**config.mk**
```make
export PLATFORM = sky130hd
export DESIGN_NAME = ysyx_24100027_imm_pack_flat
export DESIGN_NICKNAME = d
export VERILOG_FILES = /design/src/rtl/ysyx_24100027_imm_pack_if.sv /design/src/rtl/ysyx_24100027_imm_pack.sv /design/src/flat_wrapper.sv
export SDC_FILE = /design/constraint.sdc
export NUM_CORES = 1
export LEC_CHECK = 0
export ABC_AREA = 1
export BUFFER_PORTS_ARGS = -buffer_cell sky130_fd_sc_hd__buf_2
export CORE_MARGIN = 1
export CORE_UTILIZATION = 40
export CTS_CLUSTER_DIAMETER = 50
export CTS_CLUSTER_SIZE = 8
export DETAILED_ROUTE_END_ITERATION = 10
export PLACE_DENSITY = 0.71
export SLEW_MARGIN = 30
export SYNTH_ARGS = -nofsm -noshare
export SYNTH_HDL_FRONTEND = slang
export SYNTH_SLANG_ARGS = --single-unit
```
**constraint.sdc**
```tcl
create_clock -name clk -period 1.65 [get_ports clk]
set_clock_uncertainty 0.1 [all_clocks]
set_input_delay 0.0825 -clock clk [delete_from_list [all_inputs] [get_ports clk]]
set_output_delay 0.0825 -clock clk [all_outputs]
set_load 0.005 [all_outputs]
```
**src/rtl/ysyx_24100027_imm_pack_if.sv**
```systemverilog
// Request/response bundle for the immediate packer: master drives requests and
// consumes results, slave is the packer itself.
interface ysyx_24100027_imm_pack_if #(
  parameter int CNT_W     = 16,
  parameter int ERR_CNT_W = 8
);
  logic                 in_valid;
  logic                 in_ready;
  logic [2:0]           extop;
  logic [31:0]          base;
  logic [31:0]          imm;
  logic                 out_valid;
  logic                 out_ready;
  logic [31:0]          inst;
  logic                 err;
  logic [CNT_W-1:0]     emit_cnt;
  logic [ERR_CNT_W-1:0] err_cnt;

  modport master (
    output in_valid, extop, base, imm, out_ready,
    input  in_ready, out_valid, inst, err, emit_cnt, err_cnt
  );

  modport slave (
    input  in_valid, extop, base, imm, out_ready,
    output in_ready, out_valid, inst, err, emit_cnt, err_cnt
  );
endinterface

```
**src/rtl/ysyx_24100027_imm_pack.sv**
```systemverilog
// Immediate packer: scatters a 32-bit immediate into an RV32I I/U/S/B/J template.
// Optional macro IMM_RANGE_CHECK_EN adds representability checking and err_cnt.
module ysyx_24100027_imm_pack #(
  parameter int CNT_W     = 16,
  parameter int ERR_CNT_W = 8
) (
  input logic                       clk,
  input logic                       rst_n,
  ysyx_24100027_imm_pack_if.slave   bus
);

  typedef enum logic [2:0] {
    FMT_I = 3'b000,
    FMT_U = 3'b001,
    FMT_S = 3'b010,
    FMT_B = 3'b011,
    FMT_J = 3'b100
  } fmt_e;

  logic [31:0]      inst_q;
  logic [31:0]      inst_d;
  logic             err_q;
  logic             err_d;
  logic             illegal;
  logic             out_valid_q;
  logic [CNT_W-1:0] emit_cnt_q;
  logic             accept;
  logic             handshake;

  assign bus.in_ready  = !out_valid_q || bus.out_ready;
  assign accept        = bus.in_valid && bus.in_ready;
  assign handshake     = out_valid_q && bus.out_ready;
  assign bus.out_valid = out_valid_q;
  assign bus.inst      = inst_q;
  assign bus.err       = err_q;
  assign bus.emit_cnt  = emit_cnt_q;

  // Template bits pass through; only the selected format's immediate field is overwritten.
  always_comb begin
    inst_d  = bus.base;
    illegal = 1'b0;
    case (bus.extop)
      FMT_I: inst_d[31:20] = bus.imm[11:0];
      FMT_U: inst_d[31:12] = bus.imm[31:12];
      FMT_S: begin
        inst_d[31:25] = bus.imm[11:5];
        inst_d[11:7]  = bus.imm[4:0];
      end
      FMT_B: begin
        inst_d[31]    = bus.imm[12];
        inst_d[7]     = bus.imm[11];
        inst_d[30:25] = bus.imm[10:5];
        inst_d[11:8]  = bus.imm[4:1];
      end
      FMT_J: begin
        inst_d[31]    = bus.imm[20];
        inst_d[19:12] = bus.imm[19:12];
        inst_d[20]    = bus.imm[11];
        inst_d[30:21] = bus.imm[10:1];
      end
      default: illegal = 1'b1;
    endcase
  end

`ifdef IMM_RANGE_CHECK_EN
  logic                 range_bad;
  logic [ERR_CNT_W-1:0] err_cnt_q;

  // The immediate must survive truncation exactly; B/J also need an even offset.
  always_comb begin
    range_bad = 1'b0;
    case (bus.extop)
      FMT_I, FMT_S: range_bad = bus.imm[31:12] != {20{bus.imm[11]}};
      FMT_U:        range_bad = bus.imm[11:0] != 12'h000;
      FMT_B:        range_bad = bus.imm[0] || (bus.imm[31:13] != {19{bus.imm[12]}});
      FMT_J:        range_bad = bus.imm[0] || (bus.imm[31:21] != {11{bus.imm[20]}});
      default:      range_bad = 1'b0;
    endcase
  end

  assign err_d = illegal || range_bad;

  always_ff @(posedge clk or negedge rst_n) begin
    if (!rst_n) begin
      err_cnt_q <= '0;
    end else if (handshake && err_q && (err_cnt_q != '1)) begin
      err_cnt_q <= err_cnt_q + ERR_CNT_W'(1);
    end
  end

  assign bus.err_cnt = err_cnt_q;
`else
  assign err_d       = illegal;
  assign bus.err_cnt = '0;
`endif

  // A new accept overrides the outgoing handshake so a result can be replaced in place.
  always_ff @(posedge clk or negedge rst_n) begin
    if (!rst_n) begin
      inst_q      <= '0;
      err_q       <= 1'b0;
      out_valid_q <= 1'b0;
      emit_cnt_q  <= '0;
    end else begin
      if (accept) begin
        inst_q      <= inst_d;
        err_q       <= err_d;
        out_valid_q <= 1'b1;
      end else if (handshake) begin
        out_valid_q <= 1'b0;
      end
      if (handshake) begin
        emit_cnt_q <= emit_cnt_q + CNT_W'(1);
      end
    end
  end

endmodule

```
**src/flat_wrapper.sv**
```systemverilog
// flat-port wrapper written by rule: the top's interface ports become plain ports
module ysyx_24100027_imm_pack_flat 
#(
  parameter int CNT_W     = 16,
  parameter int ERR_CNT_W = 8
)
  (clk, rst_n, bus_in_valid, bus_extop, bus_base, bus_imm, bus_out_ready, bus_in_ready, bus_out_valid, bus_inst, bus_err, bus_emit_cnt, bus_err_cnt);
  ysyx_24100027_imm_pack_if #(.CNT_W(CNT_W), .ERR_CNT_W(ERR_CNT_W)) bus_i ();
  input logic clk;
  input logic rst_n;
  input wire logic [$bits(bus_i.in_valid)-1:0] bus_in_valid;
  input wire logic [$bits(bus_i.extop)-1:0] bus_extop;
  input wire logic [$bits(bus_i.base)-1:0] bus_base;
  input wire logic [$bits(bus_i.imm)-1:0] bus_imm;
  input wire logic [$bits(bus_i.out_ready)-1:0] bus_out_ready;
  output wire logic [$bits(bus_i.in_ready)-1:0] bus_in_ready;
  output wire logic [$bits(bus_i.out_valid)-1:0] bus_out_valid;
  output wire logic [$bits(bus_i.inst)-1:0] bus_inst;
  output wire logic [$bits(bus_i.err)-1:0] bus_err;
  output wire logic [$bits(bus_i.emit_cnt)-1:0] bus_emit_cnt;
  output wire logic [$bits(bus_i.err_cnt)-1:0] bus_err_cnt;
  assign bus_i.in_valid = bus_in_valid;
  assign bus_i.extop = bus_extop;
  assign bus_i.base = bus_base;
  assign bus_i.imm = bus_imm;
  assign bus_i.out_ready = bus_out_ready;
  assign bus_in_ready = bus_i.in_ready;
  assign bus_out_valid = bus_i.out_valid;
  assign bus_inst = bus_i.inst;
  assign bus_err = bus_i.err;
  assign bus_emit_cnt = bus_i.emit_cnt;
  assign bus_err_cnt = bus_i.err_cnt;
  ysyx_24100027_imm_pack #(.CNT_W(CNT_W), .ERR_CNT_W(ERR_CNT_W)) u_core (.clk(clk), .rst_n(rst_n), .bus(bus_i));
endmodule
```
==> impl_metrics.py, run 1 <==
metrics = {
    "die": {
        "rows": 28,
        "die_y_microns": 82.6,
        "io_pins": 130,
        "core_area_sq_mm": 0.00610,
        "dieArea_sq_mm": 0.00682,
        "start_util": 0.426,
        "die_w_microns": 82.6,
    },
    "placement": {
        "numPlacedInstances": 508,
        "gp_congestion": 0.841,
        "dp_hpwl_mm": 5.24,
        "postPlaceCellArea_sq_mm": 0.00327,
        "io_buffer_count": 121,
    },
    "sta": {
        "rsz0062_at_grt": "false",
        "setup_viol": 0,
        "fin_setup_tns_ps": 0,
        "fmax_ghz": 0.682,
        "final-max-slew-violation-count": 0,
        "hold_viol_final": 0,
        "min_period_over_period": 0.889,
        "fin_crit_ps": 1470,
    },
    "critical_path": {
        "cpMostUsedCell": "inv_1",
        "critPathCaptureType": "flip-flop",
        "crit_fanout": 5,
        "cp_data_arrival_time_ps": 1560,
        "required_ps": 1750,
        "r2r_cells": 7,
        "setup.worst_path.start_class": "flip-flop",
        "crit_chain": "ha_1 -> nand3_1 -> inv_1 -> nand2_1 -> nor2_1 -> xor2_1 -> inv_1",
        "max_stage_delay_ps": 430,
        "rr_startpoint": "u_core.bus.emit_cnt[0]$_DFFE_PN0P_",
        "worstSetupPathType": "reg2reg",
        "crit_path_top_delay_cell": "dfrtp_1",
        "worstReg2RegEnd": "u_core.bus.emit_cnt[10]$_DFFE_PN0P_",
        "r2r_setup_slack_ps": 180,
    },
    "routing": {
        "dr.pass1.iters": 5,
        "avgRoutedWirePerCell_microns": 14.2,
        "vias": 2881,
        "ant_nets": 0,
        "drc": 0,
        "drt_iter0_markers": 153,
        "finalWirelength_mm": 8.06,
        "viasPerCell": 5.08,
    },
    "cells_and_area": {
        "num_antenna_cells": 0,
        "fin_cells": 567,
        "drive_above_1_share": 0.311,
        "area_delta_synth_final_pct": 50.1,
        "final_cell_mix": "121 x buf_2, 81 x nand2_1, 51 x dlygate4sd3_1",
        "layout.nets": 563,
        "layout_commonest_cell": "buf_2",
        "postLayoutCellArea_sq_mm": 0.00390,
    },
    "power_and_ir_drop": {
        "p_per_area_mw_per_mm2": 849,
        "peakVddDrop_uv": 653,
        "cellLeakagePower_nw": 2.04,
    },
    "cts": {
        "cts_sinks": 50,
        "clock_latency_ps": 310,
        "cts_buffers": 5,
        "clockRootBuffer": "clkbuf_8",
        "cts_max_level": 2,
        "clk_path_buf_depth": 2,
        "cts.clk_slew.worst_paths_ps": 100,
        "tritoncts": "built",
        "cts_setup_buffers": 0,
    },
    "synthesis": {
        "ys_seq_elements": 50,
        "ys_types": 31,
        "yosysSeqAreaShare": 0.482,
        "synth_flop_cell": "dfrtp_1",
        "synth-edff-count": 0,
        "syn_avg_cell_area_sq_um": 8.22,
        "postSynthCellCount": 316,
        "ys_warn_count": 0,
        "synthArstFlopShare": 1.00,
        "syn-cell-area_sq_mm": 0.00260,
    },
    "global_route": {
        "overflow": 0,
        "antenna_found_initial": 0,
        "grt_pass1_wl_mm": 12.9,
        "grtUsageTotal": 0.254,
        "grt_max_degree": 51,
        "grt_pass1_vias": 2838,
    },
    "job": {
        "cap_violations": 0,
    },
    "worst_hold_path": {
        "hold_depth": 3,
        "hold_start": "bus_imm[7]",
        "holdPathEnd": "u_core.bus.inst[27]$_DFFE_PN0P_",
        "hold_path.class": "in2reg",
    },
    "status": {
        "outcome": "finished, final reports clean",
    },
}
-- how the worst max path moves through the flow --
stage                                             from                                  end  slack (ps)  cells past startpoint
global placement      u_core.bus.out_valid$_DFFE_PN0P_  u_core.bus.emit_cnt[11]$_DFFE_PN0P_         210                      7
finish              u_core.bus.emit_cnt[0]$_DFFE_PN0P_  u_core.bus.emit_cnt[10]$_DFFE_PN0P_         180                      7
CTS                                      bus_out_ready       u_core.bus.inst[8]$_DFFE_PN0P_         150                      8
global route        u_core.bus.emit_cnt[0]$_DFFE_PN0P_  u_core.bus.emit_cnt[14]$_DFFE_PN0P_          20                      8
floorplan           u_core.bus.emit_cnt[0]$_DFFE_PN0P_  u_core.bus.emit_cnt[10]$_DFFE_PN0P_         320                      7
detailed placement  u_core.bus.emit_cnt[0]$_DFFE_PN0P_  u_core.bus.emit_cnt[12]$_DFFE_PN0P_         190                      8
-- sequential cells by signal, indices dropped and copies added, names as in the netlist --
signal	cells
u_core.bus.inst	32
u_core.bus.err	1
u_core.bus.emit_cnt	16
u_core.bus.out_valid	1
-- cells in the mapped netlist, types with 2 or more instances --
cell / count / area, sq um
dfrtp_1: 50 / 1250
nand2_4: 4 / 45.0
nand3_1: 33 / 165
o21ai_0: 13 / 65.1
buf_4: 9 / 67.6
nor2_1: 29 / 109
inv_1: 21 / 78.8
xnor2_1: 4 / 35.0
clkbuf_1: 2 / 7.51
buf_2: 2 / 10.0
nor3_1: 3 / 15.0
nor2_4: 5 / 56.3
nand4_1: 5 / 31.3
xor2_1: 4 / 35.0
a31oi_1: 5 / 31.3
inv_2: 3 / 11.3
o22ai_1: 4 / 25.0
nand2_1: 81 / 304
nand2_2: 3 / 18.8
a21oi_1: 21 / 105
o21ai_1: 4 / 20.0
o21bai_1: 2 / 15.0
-- layout make-up --
cell class	instances	area (sq um)
Fill cell	508	2200
Sequential cell	50	1250
Timing Repair Buffer	176	1170
Multi-Input combinational cell	232	1160
Inverter	26	116
Tap cell	75	93.8
Clock buffer	6	72.6
Clock inverter	2	37.5
-- critical path: cells and delay by family (launching register included) --
kind	cells	cell delay (ps)
XOR/XNOR	1	160
adder cells (fa/ha/maj)	1	190
buffers and inverters	2	110
flip-flops	1	430
AND/OR/NAND/NOR	3	370
-- through the flow --
stage	utilization	worst slack (ps)	hold slack, ps	total power, mW
floorplan	-	320	-313	1.94
global placement	0.537	214	-5.34	2.33
detailed placement	0.537	188	-7.00	2.35
CTS	0.639	155	1.76	3.32
global route	0.640	21.3	24.6	3.50
finish	0.640	183	11.1	3.31
-- kinds of logic (layout without fill, tap and decap cells) --
logic type,count (synthesis),after routing,synth area share
buffers and inverters,41,210,0.0838
AND/OR/NAND/NOR,165,165,0.297
other,1,8,0.00144
XOR/XNOR,8,8,0.0270
adder cells (fa/ha/maj),1,1,0.00482
flip-flops,50,50,0.482
AO/OA/AOI/OAI,50,50,0.104
-- report_power, final --
group | switching [mW] | total, mW | internal [mW] | leakage (nW)
clock | 0.429 | 0.882 | 0.453 | 0.0514
combinational | 0.432 | 0.868 | 0.436 | 1.40
sequential | 0.147 | 1.56 | 1.41 | 0.594
-- what timing repair did --
item / CTS / global route
endpoints found under the setup margin: 0 / 3
resized for setup: 0 / 3
endpoints found under the hold margin: 78 / 0
hold buffers: 51 / 0
-- layer usage --
| metal | wire [microns] | part of all wire | global-route usage | vias up |
|---|---|---|---|---|
| met5 | 0 | 0 | 0 | - |
| met4 | 304 | 0.038 | 0.129 | 0 |
| met3 | 678 | 0.084 | 0.0681 | 38 |
| met2 | 3850 | 0.48 | 0.417 | 171 |
| met1 | 3230 | 0.40 | 0.306 | 1305 |
| li1 | - | - | - | 1367 |
Power figures use the tool's default switching activity.
==> run 2, diff against run 1 <==
--- a/config.mk
+++ b/config.mk
@@ -13,7 +13,6 @@
 export CTS_CLUSTER_SIZE = 8
 export DETAILED_ROUTE_END_ITERATION = 10
 export PLACE_DENSITY = 0.71
-export SLEW_MARGIN = 30
 export SYNTH_ARGS = -nofsm -noshare
 export SYNTH_HDL_FRONTEND = slang
 export SYNTH_SLANG_ARGS = --single-unit
==> constraint.sdc (replaced) <==
create_clock -name clk -period 1.65 [get_ports clk]
set_clock_uncertainty 0.1 [all_clocks]
set_input_delay 0 -clock clk [delete_from_list [all_inputs] [get_ports clk]]
set_output_delay 0 -clock clk [all_outputs]
set_load 0.005 [all_outputs]
==> run 2 against run 1 <==
Against the previous run:
- sequential power about the same
- first-iteration DRC count is 4.6% higher
- die area unchanged
- non-clock buffer count increased by 15
- via count is 3.5% higher
- register-to-register slack got worse by 70 ps
- sequential share of layout area down 1.2 points
- hold slack better by 8.9 ps
- core utilization is 2.5 points higher
- combinational power rose by 5.3%
- cell area grew 3.9%
- largest power group unchanged
==> impl_metrics.py, run 2 (same netlist as run 1, synthesis figures left out) <==
metrics = {
    "status": {
        "outcome": "finished, final reports clean",
    },
    "routing": {
        "drc": 0,
        "finalWirelength_mm": 8.55,
        "ant_nets": 0,
        "vias": 2983,
        "dr.pass1.iters": 4,
        "viasPerCell": 5.13,
        "avgRoutedWirePerCell_microns": 14.7,
        "drt_iter0_markers": 160,
    },
    "die": {
        "rows": 28,
        "core_area_sq_mm": 0.00610,
        "die_w_microns": 82.6,
        "io_pins": 130,
        "start_util": 0.426,
        "dieArea_sq_mm": 0.00682,
        "die_y_microns": 82.6,
    },
    "critical_path": {
        "worstSetupPathType": "reg2reg",
        "setup.worst_path.start_class": "flip-flop",
        "critPathCaptureType": "flip-flop",
        "crit_chain": "nand2_2 -> nand2_2 -> buf_6 -> nand2_1 -> dlygate4sd3_1",
        "crit_path_top_delay_cell": "dlygate4sd3_1",
        "path_delay_family": "buffers and inverters",
        "cp_data_arrival_time_ps": 1630,
        "path_buf_inv": 2,
        "max_stage_delay_ps": 550,
        "cpMostUsedCell": "nand2_2",
        "required_ps": 1750,
        "crit_fanout": 11,
    },
    "cts": {
        "cts_buffers": 5,
        "clockRootBuffer": "clkbuf_8",
        "clk_path_buf_depth": 2,
        "cts_sinks": 50,
        "clock_latency_ps": 310,
        "tritoncts": "built",
        "cts_setup_buffers": 0,
        "cts.clk_slew.worst_paths_ps": 100,
        "cts_max_level": 2,
    },
    "cells_and_area": {
        "area_delta_synth_final_pct": 56.0,
        "layout.nets": 578,
        "post-route-util": 0.665,
        "final_cell_mix": "121 x buf_2, 81 x nand2_1, 66 x dlygate4sd3_1",
        "fill_cells": 481,
        "largest_reg_flops": 32,
        "layout_commonest_cell": "buf_2",
        "num_antenna_cells": 0,
        "drive_above_1_share": 0.302,
        "postLayoutCellArea_sq_mm": 0.00405,
    },
    "placement": {
        "dp_hpwl_mm": 5.24,
        "gp_congestion": 0.841,
        "io_buffer_count": 121,
        "postPlaceCellArea_sq_mm": 0.00327,
    },
    "sta": {
        "holdWs_ps": 20.0,
        "fin_crit_ps": 1530,
        "hold_viol_final": 0,
        "setup_viol": 0,
        "final-max-slew-violation-count": 0,
        "fin_setup_tns_ps": 0,
        "fmax_ghz": 0.652,
        "min_period_over_period": 0.929,
        "rsz0062_at_grt": "false",
    },
    "job": {
        "cap_violations": 0,
    },
    "global_route": {
        "overflow": 0,
        "grt_pass1_vias": 2975,
        "grtUsageTotal": 0.271,
        "antenna_found_initial": 0,
        "grt_max_degree": 51,
        "grt_pass1_wl_mm": 13.7,
    },
    "worst_hold_path": {
        "hold_path.class": "in2reg",
    },
    "power_and_ir_drop": {
        "peakVddDrop_uv": 656,
        "totalPowerFinal_mw": 3.36,
        "p_per_area_mw_per_mm2": 828,
        "cellLeakagePower_nw": 2.11,
    },
}
[run 2: changes by cell type in the layout (fill, tap and decap cells not counted), sizes merged]
cell / previous run / this run
clkinv: 0 / 1
dlygate4sd3: 51 / 66
inv: 25 / 24
[run 2: tightest hold or removal path, delay by kind of cell]
kind,cells,cell delay [ps]
AO/OA/AOI/OAI,1,50
buffers and inverters,2,230
AND/OR/NAND/NOR,2,120
[run 2: final timing paths]
check	start	endpoint	slack, ps	cells after the start
worst max-delay path	u_core.bus.out_valid$_DFFE_PN0P_	u_core.bus.out_valid$_DFFE_PN0P_	120	5
worst min-delay path	bus_in_valid	u_core.bus.inst[10]$_DFFE_PN0P_	20	5
worst max register to register	u_core.bus.out_valid$_DFFE_PN0P_	u_core.bus.out_valid$_DFFE_PN0P_	120	5
worst min register to register	u_core.bus.inst[29]$_DFFE_PN0P_	u_core.bus.inst[29]$_DFFE_PN0P_	390	2
max in group asynchronous	rst_n	u_core.bus.emit_cnt[10]$_DFFE_PN0P_	1100	3
min in group asynchronous	rst_n	u_core.bus.emit_cnt[1]$_DFFE_PN0P_	90	3
[run 2: area by class of cell]
cell class | count | area, sq um | area share
flip-flops and latches | 50 | 1250 | 0.309
clock buffers | 6 | 72.6 | 0.0179
well taps | 75 | 93.8 | 0.0232
inverters | 26 | 115 | 0.0284
repair buffers | 191 | 1330 | 0.327
clock inverters | 2 | 37.5 | 0.00926
multi-input cells | 232 | 1160 | 0.286
[run 2: what timing repair did]
| item | in CTS | in global routing |
|---|---|---|
| hold buffers | 66 | 0 |
| gates resized for setup | 0 | 3 |
| hold endpoints to repair | 84 | 0 |
| endpoints found under the setup margin | 0 | 4 |
[run 2: through the flow]
stage	setup slack [ps]	std cells
after global routing	11.7	582
after detailed placement	188	508
after CTS	99.2	582
after global placement	214	508
after floorplan	320	323
final	117	582
[run 2: report_power, final]
part / leakage, nW / switching, mW / total (mW) / internal (mW)
Combinational: 1.47 / 0.449 / 0.914 / 0.466
Clock: 0.0514 / 0.428 / 0.881 / 0.453
Sequential: 0.594 / 0.149 / 1.56 / 1.41
[run 2: routing by layer]
| metal | vias to the layer above | global-route usage | part of all wire |
|---|---|---|---|
| li1 | 1400 | - | - |
| met1 | 1352 | 0.313 | 0.39 |
| met2 | 187 | 0.450 | 0.49 |
| met3 | 44 | 0.0802 | 0.084 |
| met4 | 0 | 0.147 | 0.039 |
| met5 | - | 0 | 0 |
==> run 3, diff against run 2 <==
--- a/config.mk
+++ b/config.mk
@@ -5,14 +5,14 @@
 export SDC_FILE = /design/constraint.sdc
 export NUM_CORES = 1
 export LEC_CHECK = 0
-export ABC_AREA = 1
+export ABC_AREA = 0
 export BUFFER_PORTS_ARGS = -buffer_cell sky130_fd_sc_hd__buf_2
 export CORE_MARGIN = 1
 export CORE_UTILIZATION = 40
 export CTS_CLUSTER_DIAMETER = 50
 export CTS_CLUSTER_SIZE = 8
 export DETAILED_ROUTE_END_ITERATION = 10
-export PLACE_DENSITY = 0.71
+export PLACE_DENSITY = 0.72
 export SYNTH_ARGS = -nofsm -noshare
 export SYNTH_HDL_FRONTEND = slang
 export SYNTH_SLANG_ARGS = --single-unit
==> run 3 against run 2 <==
Against the previous run:
- maximum frequency grew 0.80%
- critical endpoint is now u_core.bus.inst[28]$_DFFE_PN0P_
- sequential power barely moved
- die area is 2.8% lower
- via count fell by 18%
- first-iteration DRC count down 63%
- register-to-register slack improved by 20 ps
- non-clock buffer count fell by 11
- critical path depth is the same
==> impl_metrics.py, run 3 <==
metrics = {
    "synthesis": {
        "ys_types": 35,
        "ys_seq_elements": 50,
        "synth_flop_cell": "dfrtp_1",
        "ys_warn_count": 0,
        "yosysTopAreaCellShare": 0.496,
        "synth_top_cell_by_area": "dfrtp_1",
        "syn_avg_cell_area_sq_um": 10.1,
        "syn-cell-area_sq_mm": 0.00252,
        "yosysSeqAreaShare": 0.496,
        "synth_most_common_cell": "dfrtp_1",
        "synthTopCellsByArea": "dfrtp_1 50%, nand2_1 6.1%, mux2i_1 5.9%, o21ai_0 5.4%, xnor2_1 3.8%",
        "postSynthCellCount": 251,
        "synth-edff-count": 0,
        "synthArstFlopShare": 1.00,
        "synthTopCellsByCount": "50 x dfrtp_1, 41 x nand2_1, 27 x o21ai_0",
    },
    "critical_path": {
        "max_stage_delay_ps": 590,
        "crit_fanout": 1,
        "worstSetupPathType": "in2reg",
        "cp_data_arrival_time_ps": 1600,
        "critPathCaptureType": "flip-flop",
        "required_ps": 1730,
        "crit_path_top_delay_cell": "dlygate4sd3_1",
        "cpMostUsedCell": "dlygate4sd3_1",
        "setup.worst_path.start_class": "primary input",
        "r2r_cells": 5,
        "crit_chain": "dlygate4sd3_1 -> buf_2 -> a221oi_1 -> dlygate4sd3_1 -> o21ai_0",
    },
    "placement": {
        "numPlacedInstances": 439,
        "gp_congestion": 0.824,
        "postPlaceCellArea_sq_mm": 0.00319,
        "dp_hpwl_mm": 4.54,
        "pre_cts_ws_ps": 88.7,
        "io_buffer_count": 121,
    },
    "cts": {
        "cts_buffers": 5,
        "clk_path_buf_depth": 2,
        "clockRootBuffer": "clkbuf_8",
        "cts_setup_buffers": 0,
        "cts.clk_slew.worst_paths_ps": 80,
        "clock_latency_ps": 290,
        "tritoncts": "built",
        "cts_sinks": 50,
        "cts_max_level": 2,
    },
    "global_route": {
        "grt_pass1_vias": 2297,
        "grtUsageTotal": 0.204,
        "grt_max_degree": 41,
        "overflow": 0,
        "antenna_found_initial": 0,
        "grt_pass1_wl_mm": 10.3,
    },
    "die": {
        "die_w_microns": 81.4,
        "core_area_sq_mm": 0.00599,
        "start_util": 0.421,
        "io_pins": 130,
        "dieArea_sq_mm": 0.00663,
        "rows": 28,
        "die_y_microns": 81.4,
    },
    "cells_and_area": {
        "multi_input_area_sq_mm": 0.00117,
        "fill_cells": 508,
        "largest_reg_flops": 32,
        "area_delta_synth_final_pct": 50.4,
        "layout.nets": 494,
        "regArea_sq_mm": 0.00125,
        "layout_commonest_cell": "buf_2",
        "fin_cells": 498,
        "num_antenna_cells": 0,
        "postLayoutCellArea_sq_mm": 0.00380,
        "final_cell_mix": "121 x buf_2, 51 x dlygate4sd3_1, 50 x dfrtp_1",
        "drive_above_1_share": 0.352,
    },
    "power_and_ir_drop": {
        "swShare": 0.294,
        "p_seq_frac": 0.495,
        "p_sw_mw": 0.947,
        "power_frac_comb": 0.284,
        "peakVddDrop_uv": 504,
        "intPower_mw": 2.27,
        "pwr-share-clk": 0.222,
        "p_per_area_mw_per_mm2": 848,
        "cellLeakagePower_nw": 1.89,
    },
    "routing": {
        "ant_nets": 0,
        "dr.pass1.iters": 4,
        "finalWirelength_mm": 6.43,
        "drc": 0,
        "drt_iter0_markers": 59,
        "vias": 2432,
        "viasPerCell": 4.88,
        "avgRoutedWirePerCell_microns": 12.9,
    },
    "worst_hold_path": {
        "hold_path.class": "in2reg",
        "hold_depth": 4,
    },
    "sta": {
        "fmax_ghz": 0.658,
        "fin_crit_ps": 1520,
        "fin_setup_tns_ps": 0,
        "setup_viol": 0,
        "final-max-slew-violation-count": 0,
        "hold_viol_final": 0,
        "min_period_over_period": 0.922,
        "rsz0062_at_grt": "false",
        "worst_slack_ps": 129,
    },
    "job": {
        "cap_violations": 0,
    },
    "status": {
        "outcome": "finished, final reports clean",
    },
}
run 3: cell types whose count changed in the layout (fill, tap and decap cells not counted), moves of 8 or more:
cell / delta
nand2_1: -41
mux2_2: +8
inv_1: -20
nor2_1: -20
dlygate4sd3_1: -15
nand3_1: -28
a22o_1: +9
a21oi_1: -10
mux2i_1: +15
o21ai_0: +14
run 3: power groups by stage:
stage | Combinational, mW | Clock, mW | Sequential [mW]
after global routing | 1.02 | 0.802 | 1.63
after global placement | 0.784 | 0 | 1.60
after floorplan | 0.375 | 0 | 1.62
final | 0.913 | 0.713 | 1.59
after detailed placement | 0.798 | 0 | 1.62
after CTS | 0.913 | 0.746 | 1.59
run 3: repair_timing:
action,4_1_cts,5_1_grt
hold buffers,51,0
endpoints found under the setup margin,0,3
hold endpoints to repair,82,0
resized for setup,0,1
run 3: cells by family (layout without fill, tap and decap cells):
family                   count (synthesis)  in the layout  synth area share
AO/OA/AOI/OAI                           57             57             0.138
XOR/XNOR                                16             16            0.0555
adder cells (fa/ha/maj)                  1              1           0.00496
buffers and inverters                   24            189            0.0550
flip-flops                              50             50             0.496
multiplexers                            23             23            0.0952
other                                    1              8           0.00149
AND/OR/NAND/NOR                         79             79             0.154
run 3: path summary, 6_finish.rpt:
kind,start,end,slack (ps)
setup / recovery,bus_base[28],u_core.bus.inst[28]$_DFFE_PN0P_,130
hold / removal,bus_imm[21],u_core.bus.inst[21]$_DFFE_PN0P_,7
setup reg to reg,u_core.bus.emit_cnt[0]$_DFFE_PN0P_,u_core.bus.emit_cnt[10]$_DFFE_PN0P_,140
hold reg to reg,u_core.bus.emit_cnt[15]$_DFFE_PN0P_,u_core.bus.emit_cnt[15]$_DFFE_PN0P_,380
max in group asynchronous,rst_n,u_core.bus.inst[0]$_DFFE_PN0P_,810
min in group asynchronous,rst_n,u_core.bus.inst[16]$_DFFE_PN0P_,60
run 3: layer usage:
layer,share of wire,up-vias,track usage
met2,0.50,93,0.364
met5,0,-,0
li1,-,1204,-
met1,0.42,1129,0.245
met3,0.067,6,0.0422
met4,0.011,0,0.0589
run 3: worst max-delay path, delay by kind of cell:
kind	cells	cell delay, ps
compound gates	2	350
buf+inv	3	1250
run 3: final cells by class:
class / instances / area share
inverters: 1 / 0.000989
flip-flops and latches: 50 / 0.330
repair buffers: 180 / 0.313
clock buffers: 7 / 0.0227
well taps: 75 / 0.0247
clock inverters: 1 / 0.00132
multi-input cells: 184 / 0.308
run 3: through the flow:
stage / total power [mW] / hold WS, ps / utilization
after CTS: 3.25 / 2.75 / 0.633
final: 3.22 / 6.56 / 0.634
after global routing: 3.45 / 17.4 / 0.634
after floorplan: 2.00 / -396 / -
after global placement: 2.38 / -141 / 0.532
after detailed placement: 2.42 / -136 / 0.532
